<file path="config.mk">
export PLATFORM = sky130hd
export DESIGN_NAME = cpu_trace_tx_flat
export DESIGN_NICKNAME = d
export VERILOG_FILES = /design/src/rtl/cpu_trace_tx_if.sv /design/src/rtl/cpu_trace_tx.sv /design/src/flat_wrapper.sv
export SDC_FILE = /design/constraint.sdc
export NUM_CORES = 1
export LEC_CHECK = 0
export ABC_CLOCK_PERIOD_IN_PS = 8370
export BUFFER_PORTS_ARGS = -buffer_cell sky130_fd_sc_hd__buf_2
export CAP_MARGIN = 30
export CORE_ASPECT_RATIO = 1.5
export CORE_MARGIN = 8
export CORE_UTILIZATION = 35
export DETAILED_ROUTE_END_ITERATION = 8
export GPL_TIMING_DRIVEN = 0
export PLACE_DENSITY = 0.5
export REMOVE_ABC_BUFFERS = 1
export SETUP_SLACK_MARGIN = 0.02
export SLEW_MARGIN = 10
export SYNTH_ARGS = -nofsm -noshare
export SYNTH_HDL_FRONTEND = slang
export SYNTH_SLANG_ARGS = --single-unit
</file>
<file path="constraint.sdc">
create_clock -name clk -period 8.37 [get_ports clk]
set_input_delay 0.837 -clock clk [delete_from_list [all_inputs] [get_ports clk]]
set_output_delay 0.837 -clock clk [all_outputs]
set_load 0.01 [all_outputs]
</file>
<file path="src/rtl/cpu_trace_tx_if.sv">
// Byte-stream link between the trace serializer and its sink (UART or host bridge).
// A byte moves when tx_valid && tx_ready at a rising clock edge.
interface cpu_trace_tx_if;
  logic [7:0] tx_data;
  logic       tx_valid;
  logic       tx_ready;

  modport master (output tx_data, output tx_valid, input tx_ready);
  modport slave  (input tx_data, input tx_valid, output tx_ready);
endinterface

</file>
<file path="src/rtl/cpu_trace_tx.sv">
// CPU trace transmitter: captures probe records into a FIFO and streams each as a framed
// byte sequence. Define TRACE_CHECKSUM_EN to append an XOR checksum byte to every frame.
module cpu_trace_tx #(
  parameter int unsigned DEPTH     = 8,
  parameter logic [7:0]  SYNC_BYTE = 8'hA5
) (
  input  logic              clk,
  input  logic              rst,
  input  logic              trace_valid,
  input  logic [15:0]       pc,
  input  logic [15:0]       ir,
  input  logic [15:0]       alu_out,
  input  logic [3:0]        alu_status,
  input  logic              reg_write,
  cpu_trace_tx_if.master    tx,
  output logic              overflow,
  output logic [7:0]        drop_cnt,
  output logic              busy
);

  localparam int AW    = $clog2(DEPTH);
  localparam int REC_W = 53;
`ifdef TRACE_CHECKSUM_EN
  localparam logic [3:0] LAST = 4'd8;
`else
  localparam logic [3:0] LAST = 4'd7;
`endif

  typedef enum logic {IDLE, SEND} state_t;

  state_t           state_q, state_d;
  logic [AW:0]      wr_ptr_q, wr_ptr_d;
  logic [AW:0]      rd_ptr_q, rd_ptr_d;
  logic [REC_W-1:0] mem_q [DEPTH];
  logic [REC_W-1:0] wr_rec_d;
  logic [REC_W-1:0] shift_q, shift_d;
  logic [3:0]       idx_q, idx_d;
  logic [7:0]       tx_data_q, tx_data_d;
  logic             overflow_q, overflow_d;
  logic [7:0]       drop_cnt_q, drop_cnt_d;

  logic             full, empty, push, drop, pop, hs, last_byte;
  logic [AW:0]      count;

`ifdef TRACE_CHECKSUM_EN
  function automatic logic [7:0] checksum(input logic [REC_W-1:0] rec);
    checksum = rec[52:45] ^ rec[44:37] ^ rec[36:29] ^ rec[28:21] ^
               rec[20:13] ^ rec[12:5]  ^ {rec[4:1], 3'b000, rec[0]};
  endfunction
`endif

  // Record layout: {pc[52:37], ir[36:21], alu_out[20:5], alu_status[4:1], reg_write[0]}
  function automatic logic [7:0] frame_byte(input logic [REC_W-1:0] rec, input logic [3:0] i);
    case (i)
      4'd0:    frame_byte = SYNC_BYTE;
      4'd1:    frame_byte = rec[52:45];
      4'd2:    frame_byte = rec[44:37];
      4'd3:    frame_byte = rec[36:29];
      4'd4:    frame_byte = rec[28:21];
      4'd5:    frame_byte = rec[20:13];
      4'd6:    frame_byte = rec[12:5];
      4'd7:    frame_byte = {rec[4:1], 3'b000, rec[0]};
`ifdef TRACE_CHECKSUM_EN
      default: frame_byte = checksum(rec);
`else
      default: frame_byte = 8'h00;
`endif
    endcase
  endfunction

  always_comb begin
    count     = wr_ptr_q - rd_ptr_q;
    empty     = (wr_ptr_q == rd_ptr_q);
    full      = (wr_ptr_q[AW] != rd_ptr_q[AW]) && (wr_ptr_q[AW-1:0] == rd_ptr_q[AW-1:0]);
    // Fullness is judged before the edge, so a same-edge pop never rescues a push.
    push      = trace_valid && !full;
    drop      = trace_valid && full;
    hs        = (state_q == SEND) && tx.tx_ready;
    last_byte = (idx_q == LAST);
    pop       = !empty && ((state_q == IDLE) || (hs && last_byte));
    wr_rec_d  = {pc, ir, alu_out, alu_status, reg_write};
  end

  always_ff @(posedge clk or posedge rst) begin
    if (rst) state_q <= IDLE;
    else     state_q <= state_d;
  end

  always_comb begin
    state_d = state_q;
    case (state_q)
      IDLE:    if (!empty) state_d = SEND;
      SEND:    if (hs && last_byte && empty) state_d = IDLE;
      default: state_d = IDLE;
    endcase
  end

  always_comb begin
    tx.tx_valid = (state_q == SEND);
    tx.tx_data  = tx_data_q;
    busy        = (count != '0) || (state_q == SEND);
    overflow    = overflow_q;
    drop_cnt    = drop_cnt_q;
  end

  always_comb begin
    wr_ptr_d   = wr_ptr_q + {{AW{1'b0}}, push};
    rd_ptr_d   = rd_ptr_q + {{AW{1'b0}}, pop};
    overflow_d = overflow_q | drop;
    drop_cnt_d = (drop && (drop_cnt_q != 8'hFF)) ? drop_cnt_q + 8'd1 : drop_cnt_q;
    shift_d    = shift_q;
    idx_d      = idx_q;
    tx_data_d  = tx_data_q;
    // A pop always starts a fresh frame; otherwise advance only on an accepted byte.
    if (pop) begin
      shift_d   = mem_q[rd_ptr_q[AW-1:0]];
      idx_d     = 4'd0;
      tx_data_d = SYNC_BYTE;
    end else if (hs && !last_byte) begin
      idx_d     = idx_q + 4'd1;
      tx_data_d = frame_byte(shift_q, idx_q + 4'd1);
    end
  end

  always_ff @(posedge clk or posedge rst) begin
    if (rst) begin
      wr_ptr_q   <= '0;
      rd_ptr_q   <= '0;
      idx_q      <= '0;
      tx_data_q  <= '0;
      overflow_q <= 1'b0;
      drop_cnt_q <= '0;
    end else begin
      wr_ptr_q   <= wr_ptr_d;
      rd_ptr_q   <= rd_ptr_d;
      idx_q      <= idx_d;
      tx_data_q  <= tx_data_d;
      overflow_q <= overflow_d;
      drop_cnt_q <= drop_cnt_d;
    end
  end

  // Record storage carries no reset; the pointers alone define what is valid.
  always_ff @(posedge clk) begin
    if (push) mem_q[wr_ptr_q[AW-1:0]] <= wr_rec_d;
    shift_q <= shift_d;
  end

endmodule

</file>
<file path="src/flat_wrapper.sv">
// flat-port wrapper written by rule: the top's interface ports become plain ports
module cpu_trace_tx_flat 
#(
  parameter int unsigned DEPTH     = 8,
  parameter logic [7:0]  SYNC_BYTE = 8'hA5
)
  (clk, rst, trace_valid, pc, ir, alu_out, alu_status, reg_write, overflow, drop_cnt, busy, tx_tx_data, tx_tx_valid, tx_tx_ready);
  cpu_trace_tx_if tx_i ();
  input  logic clk;
  input  logic rst;
  input  logic trace_valid;
  input  logic [15:0] pc;
  input  logic [15:0] ir;
  input  logic [15:0] alu_out;
  input  logic [3:0] alu_status;
  input  logic reg_write;
  output logic overflow;
  output logic [7:0] drop_cnt;
  output logic busy;
  output wire logic [$bits(tx_i.tx_data)-1:0] tx_tx_data;
  output wire logic [$bits(tx_i.tx_valid)-1:0] tx_tx_valid;
  input wire logic [$bits(tx_i.tx_ready)-1:0] tx_tx_ready;
  assign tx_tx_data = tx_i.tx_data;
  assign tx_tx_valid = tx_i.tx_valid;
  assign tx_i.tx_ready = tx_tx_ready;
  cpu_trace_tx #(.DEPTH(DEPTH), .SYNC_BYTE(SYNC_BYTE)) u_core (.clk(clk), .rst(rst), .trace_valid(trace_valid), .pc(pc), .ir(ir), .alu_out(alu_out), .alu_status(alu_status), .reg_write(reg_write), .tx(tx_i), .overflow(overflow), .drop_cnt(drop_cnt), .busy(busy));
endmodule
</file>
After elaboration in Yosys (flattened, before gate mapping)
Memory sizes are Yosys's and may differ from the RTL's. A register that Yosys moved wholly into a read port is not among the register bits.
Index checks and enable logic that the tools add are counted.
{ "op_classes": {"addsub": 5, "eq_ne": 12, "n_mux": 10, "n_bitwise": 2, "reduce_logical": 17} }
{ "op_table": {"columns": ["operator", "count"], "rows": [
  ["$pmux 8 s8", 1],
  ["$eq 4x3->1 const B", 5],
  ["$mux 8", 2],
  ["$logic_and 1x1->1", 9],
  ["$add 4x1->4", 2],
  ["$add 8x1->8 const B", 1],
  ["$eq 4x2->1 const B", 2],
  ["$mux 4", 2],
  ["$ne 8x8->1 const B", 1],
  ["$add 4x1->4 const B", 1],
  ["$eq 4x1->1 const B", 1],
  ["$eq 4x4->1", 1],
  ["$logic_not 4->1", 1],
  ["$mux 1", 4],
  ["$reduce_bool 4->1", 1],
  ["$sub 4x4->4", 1],
  ["$eq 3x3->1", 1],
  ["$logic_not 1->1", 3],
  ["$logic_or 1x1->1", 2],
  ["$pmux 1 s2", 1],
  ["$reduce_bool 2->1", 1],
  ["$ne 1x1->1", 1],
  ["$not 1->1", 1],
  ["$or 1x1->1", 1]
]} }
{ "totals": {"ff_bits": 30, "ramBits": 424, "in_bits": 57, "n_memories": 1} }
{ "mem_list": {"columns": ["memory", "words", "width", "rd", "rd_clocked_by_memory_dff", "wr", "line_no", "text"], "rows": [
  ["u_core.mem_q", 8, 53, 1, 1, 1, "cpu_trace_tx.sv:34", "logic [REC_W-1:0] mem_q [DEPTH];"]
]} }

Logic depth before layout (Yosys ltp)
{ "logic_depth": {"ltp_word": 6, "depth_mapped": 11, "depth_no_buf": 7} }

Least setup slack after synthesis
Ideal clock, no wire load.
{ "synth_timing": {"path_kind": "reg2reg", "startpoint": "register u_core.rd_ptr_q[1]", "endpoint": "memory u_core.mem_q[0][0] (enable)", "setup_time_ns": 0.529, "arrival_time_ns": 5.470, "required_time_ns": 7.841, "path_slack_ns": 2.371, "path_stages_with_launch": 10, "synth_period_minus_slack_ns": 5.999, "path_cell_list": "dfrtp_1 > buf_2 > buf_4 > buf_2 > inv_1 > ha_1 > and3_1 > a21boi_0 > nand2_1 > nor3_1"} }
{ "synth_via": {"elab_chain_len": 6} }
{ "synth_lines": {"columns": ["element", "line_no", "text"], "rows": [
  ["from (decl)", "cpu_trace_tx.sv:33", "logic [AW:0] rd_ptr_q, rd_ptr_d;"],
  ["from (signal assigned)", "cpu_trace_tx.sv:135", "rd_ptr_q <= rd_ptr_d;"],
  ["$eq 3x3->1", "cpu_trace_tx.sv:74", "full = (wr_ptr_q[AW] != rd_ptr_q[AW]) && (wr_ptr_q[AW-1:0] == rd_ptr_q[AW-1:0]);"],
  ["$logic_and 1x1->1", "cpu_trace_tx.sv:74", null],
  ["$logic_not 1->1", "cpu_trace_tx.sv:76", "push = trace_valid && !full;"],
  ["$logic_and 1x1->1", "cpu_trace_tx.sv:76", null],
  ["$mux 1", "cpu_trace_tx.sv:145", "if (push) mem_q[wr_ptr_q[AW-1:0]] <= wr_rec_d;"],
  ["$mux 1 (not written as such)", "cpu_trace_tx.sv:145", null],
  ["to (decl)", "cpu_trace_tx.sv:34", null]
]} }
Every way passes these cells.

Final worst setup path
{ "layout_timing": {"startpoint": "register u_core.rd_ptr_q[2]", "endpoint": "memory u_core.mem_q[1][25] (enable)"} }
The elaborated chain is that of the path after synthesis.

==> impl_results.html <==
<table>
<tr><th>Metric</th><th>Value</th></tr>
<tr><th colspan="2">Route</th></tr>
<tr><td>Via count</td><td>~9700</td></tr>
<tr><td>Iteration count of the initial detailed-routing pass</td><td>5</td></tr>
<tr><td>Detailed-route DRC error count</td><td>0</td></tr>
<tr><td>Post-detailed-route wirelength per cell</td><td>approximately 24 microns</td></tr>
<tr><td>Number of vias per cell</td><td>between 5 and 6</td></tr>
<tr><td>Top routing layer in use</td><td>met5</td></tr>
<tr><td>Count of antenna-violating nets left after detailed routing</td><td>0</td></tr>
<tr><td>Number of DRC markers in iteration 0</td><td>about 750</td></tr>
<tr><td>DRT met1 WL</td><td>roughly 19000 microns</td></tr>
<tr><td>Amount of wire on met3 after detailed routing</td><td>2006 microns</td></tr>
<tr><td>Wire length on met2</td><td>around 22000 microns</td></tr>
<tr><td>Total wire length</td><td>44550 microns</td></tr>
<tr><th colspan="2">Run</th></tr>
<tr><td>Number of maximum-capacitance constraint violations</td><td>0</td></tr>
<tr><th colspan="2">Floorplan</th></tr>
<tr><td>Total core area</td><td>between 50000 and 60000 sq um</td></tr>
<tr><td>Initial Util</td><td>35.27%</td></tr>
<tr><td>Chip Height</td><td>just over 300 microns</td></tr>
<tr><td>Die footprint</td><td>63990 sq um</td></tr>
<tr><td>Num ports</td><td>76</td></tr>
<tr><td>Std-Cell Rows</td><td>between 100 and 150</td></tr>
<tr><td>Horiz. Die Dim</td><td>209.2 microns</td></tr>
<tr><th colspan="2">Global route</th></tr>
<tr><td>Vias in the first global route</td><td>around 10000</td></tr>
<tr><td>First-pass GRT wire length</td><td>roughly 68000 microns</td></tr>
<tr><td>Antenna violations before repair</td><td>9</td></tr>
<tr><td>Maximum number of pins on one net before global-route repair</td><td>42</td></tr>
<tr><td>GRT Overall Usage</td><td>roughly 14%</td></tr>
<tr><td>Grt ovf</td><td>0</td></tr>
<tr><th colspan="2">Timing</th></tr>
<tr><td>Count of pins over their slew limit</td><td>0</td></tr>
<tr><td>Final worst-path cycle share</td><td>about 51%</td></tr>
<tr><td>Worst-case headroom to the max-slew limit</td><td>39.64%</td></tr>
<tr><td>Transition time of the tightest slew-check pin</td><td>between 900 and 1000 ps</td></tr>
<tr><td>Min setup slack post-route</td><td>a little over 4000 ps</td></tr>
<tr><td>Clock skew</td><td>18.79 ps</td></tr>
<tr><td>Setup repair after global routing missed its margin</td><td>false</td></tr>
<tr><td>Count of endpoints failing hold in the final timing report</td><td>0</td></tr>
<tr><td>Maximum clock frequency</td><td>about 230 MHz</td></tr>
<tr><td>Final setup vio count</td><td>0</td></tr>
<tr><td>Final Critical Period</td><td>between 4000 and 5000 ps</td></tr>
<tr><th colspan="2">Finish</th></tr>
<tr><td>Layout overhead on the synthesized area</td><td>18.20%</td></tr>
<tr><td>Fill cell total of the finished layout</td><td>about 5000</td></tr>
<tr><td>Most used cells in the layout excluding fill and tap cells</td><td>477 x edfxtp_1, 184 x nand2_1, 106 x mux4_2</td></tr>
<tr><td>Final instance area</td><td>between 20000 and 25000 sq um</td></tr>
<tr><td>Final layout net count</td><td>around 1200</td></tr>
<tr><td>Final Instance Count excl. Fillers</td><td>~1900</td></tr>
<tr><td>Share of post-route cells with drive strength above 1</td><td>between 20% and 30%</td></tr>
<tr><td>Most common cell after layout, fill and taps aside</td><td>edfxtp_1</td></tr>
<tr><th colspan="2">Synthesis</th></tr>
<tr><td>Async SR Flop Fraction</td><td>under 10%</td></tr>
<tr><td>Fraction of the yosys area taken by sequential cells</td><td>about three quarters</td></tr>
<tr><td>Count of warnings emitted by yosys</td><td>0</td></tr>
<tr><td>Post-Syn Area</td><td>19600 sq um</td></tr>
<tr><td>Cell count after synthesis</td><td>1014</td></tr>
<tr><td>Number of enable-type register cells in the synthesized netlist</td><td>around 480</td></tr>
<tr><td>Synth area leader</td><td>edfxtp_1</td></tr>
<tr><td>Flop and latch count out of synthesis</td><td>about 500</td></tr>
<tr><td>Library cells used by synthesis</td><td>slightly below 60</td></tr>
<tr><td>Mean instance size in the synthesized netlist</td><td>just under 20 sq um</td></tr>
<tr><td>Biggest area contributors in the synthesized netlist</td><td>edfxtp_1 73%, mux4_2 12%, dfrtp_1 3.8%</td></tr>
<tr><td>Top-area cell type share of the netlist area</td><td>roughly three quarters</td></tr>
<tr><td>Main flop type after synthesis</td><td>edfxtp_1</td></tr>
<tr><th colspan="2">Clocking</th></tr>
<tr><td>Clock buffer count from CTS</td><td>50</td></tr>
<tr><td>Number of cells upsized or downsized after cts</td><td>0</td></tr>
<tr><td>Bufs on Longest Clock Path</td><td>3</td></tr>
<tr><td>Post-CTS setup repair buffer count</td><td>0</td></tr>
<tr><td>Number of buffers inserted for hold repair after clock tree synthesis</td><td>0</td></tr>
<tr><td>Clock Pin Slew Worst Setup and Hold Paths</td><td>roughly 60 ps</td></tr>
<tr><td>Library cell used as clock root buffer</td><td>clkbuf_16</td></tr>
<tr><td>Max H-tree Level</td><td>2</td></tr>
<tr><td>Clock latency on the worst-skew pair</td><td>570 ps</td></tr>
<tr><td>Clock tree from TritonCTS</td><td>done</td></tr>
<tr><td>Number of clock sinks seen by CTS</td><td>roughly 510</td></tr>
<tr><th colspan="2">Pwr</th></tr>
<tr><td>Sequential fraction of design power</td><td>approximately 44%</td></tr>
<tr><td>P per Cell Area</td><td>~330 nW/um^2</td></tr>
<tr><td>Clock Power Share</td><td>between 20 and 30%</td></tr>
<tr><td>Comb pwr share</td><td>around 27%</td></tr>
<tr><td>Cell Int Power</td><td>~5.4 mW</td></tr>
<tr><td>Sw Ratio</td><td>between 20% and 30%</td></tr>
<tr><td>Switching power total</td><td>approximately 2.3 mW</td></tr>
<tr><td>Peak supply drop</td><td>0.0001430 V</td></tr>
<tr><td>Static leakage power</td><td>around 7.9 nW</td></tr>
<tr><th colspan="2">Place</th></tr>
<tr><td>Setup Slack @ Placement</td><td>around 4000 ps</td></tr>
<tr><td>Count of input and output buffers</td><td>75</td></tr>
<tr><td>Number of placed instances with taps included</td><td>1788</td></tr>
<tr><td>HPWL after detailed placement</td><td>~28000 microns</td></tr>
<tr><td>Standard cell area after detailed placement</td><td>roughly 22000 sq um</td></tr>
<tr><td>GPL Wtd Cong</td><td>approximately 0.73</td></tr>
<tr><th colspan="2">Worst setup path</th></tr>
<tr><td>Stage delay of the slowest cell on the critical path</td><td>slightly above 600 ps</td></tr>
<tr><td>Worst path required time</td><td>about 8700 ps</td></tr>
<tr><td>CP max FO</td><td>slightly above 40</td></tr>
<tr><td>Cell with the biggest individual delay on the critical path</td><td>dfrtp_4</td></tr>
<tr><td>Startpoint types</td><td>flop</td></tr>
<tr><td>Classification of the worst setup path</td><td>reg -&gt; reg</td></tr>
<tr><td>Capturing element type of the critical path</td><td>flop</td></tr>
<tr><td>Arrival time worst endpoint</td><td>around 4600 ps</td></tr>
<tr><td>Critical path cell sequence</td><td>buf_16, inv_4, buf_16, ha_1, and3_1, a21boi_0, nand2_1, nor3_2, buf_4, buf_4, buf_6</td></tr>
<tr><th colspan="2">Run status</th></tr>
<tr><td>Result of the run</td><td>completed</td></tr>
<tr><th colspan="2">Min path</th></tr>
<tr><td>Path class of the lowest-slack min-delay path</td><td>in -&gt; async</td></tr>
</table>
==> stage by stage <==
step,power (mW),hold slack [ps],utilization [%],setup TNS [ps]
final,7.723,363.7,41.69,0
after global routing,8.116,400.9,41.67,0
after CTS,7.857,345.1,41.65,0
after detailed placement,5.656,448.6,38.78,0
after global placement,5.718,442.4,37.12,-2656730
after floorplan,4.881,496.3,-,-114490
==> critical path: cells and delay by family (launching register included) <==
| kind | cells | cell delay (ps) |
|---|---|---|
| buffers and inverters | 6 | 1570 |
| AND/OR/NAND/NOR | 3 | 1090 |
| flip-flops | 1 | 610 |
| AO/OA/AOI/OAI | 1 | 370 |
| adder cells (fa/ha/maj) | 1 | 320 |
==> power by group through the flow <==
stage	Clock, mW	Sequential [mW]	Combinational (mW)
floorplan	0	3.59	1.29
global placement	0	3.80	1.92
detailed placement	0	3.49	2.16
global route	2.34	3.47	2.31
finish	2.19	3.43	2.11
CTS	2.25	3.44	2.17
==> cell usage after synthesis (3+ instances only) <==
master and n:
ha_1 13, clkbuf_1 23, nand4_1 4, nor2b_1 4, xor2_1 6, nand2_1 184, and3_1 4, o21ai_1 8
buf_2 15, dfrtp_1 30, o21ai_0 4, a31oi_1 3, inv_1 10, nand3_1 7, a222oi_1 6, edfxtp_1 477
nor2_1 16, nor3_1 6, mux4_2 106, a22oi_1 12, a22o_1 4, a21oi_1 8, a21o_1 3, a221oi_1 6
xnor2_1 7, buf_4 8
==> kinds of logic (layout without fill, tap and decap cells) <==
kind of cell / count (synthesis) / after routing / share of synthesized area, %
other: 0 / 5 / 0
multiplexers: 108 / 108 / 12.28
AND/OR/NAND/NOR: 243 / 243 / 5.260
XOR/XNOR: 14 / 14 / 0.6639
flip-flops: 507 / 507 / 76.91
buffers and inverters: 60 / 226 / 1.398
AO/OA/AOI/OAI: 69 / 69 / 2.662
adder cells (fa/ha/maj): 13 / 13 / 0.8298
==> flip-flops by register name, summed over array words and instances, names as in the netlist <==
name                cells
u_core.wr_ptr_q         4
u_core.mem_q          424
u_core.tx.tx_data       8
u_core.overflow         1
u_core.rd_ptr_q         4
u_core.idx_q            4
u_core.shift_q         53
u_core.tx.tx_valid      1
u_core.drop_cnt         8
==> layer usage <==
layer | vias to the layer above | global-route usage, %
li1 | 4295 | -
met1 | 5147 | 18.18
met2 | 193 | 23.82
met3 | 80 | 2.513
met4 | 4 | 3.974
met5 | - | 0
==> worst paths after layout <==
kind	start	end	slack (ps)	depth (start not counted)
setup / recovery	u_core.rd_ptr_q[2]	u_core.mem_q[1][25]	4060	11
hold / removal	rst	u_core.drop_cnt[0]	360	2
setup reg to reg	u_core.rd_ptr_q[2]	u_core.mem_q[1][25]	4060	11
hold reg to reg	u_core.overflow	u_core.overflow	460	1
max in group asynchronous	rst	u_core.rd_ptr_q[1]	7460	3
min in group clk	u_core.overflow	u_core.overflow	460	1
==> cell type report <==
cell class | count | area (sq um) | area share (%)
antenna | 5 | 12.51 | 0.05400
clock buffer | 68 | 1413 | 6.097
clock inverter | 25 | 181.4 | 0.7831
inverter | 12 | 47.55 | 0.2052
multi-input combinational | 447 | 4319 | 18.64
sequential | 507 | 15090 | 65.11
tap | 702 | 878.3 | 3.791
timing repair buffer | 121 | 1231 | 5.314
No activity file was read; power rests on OpenSTA's default activity.
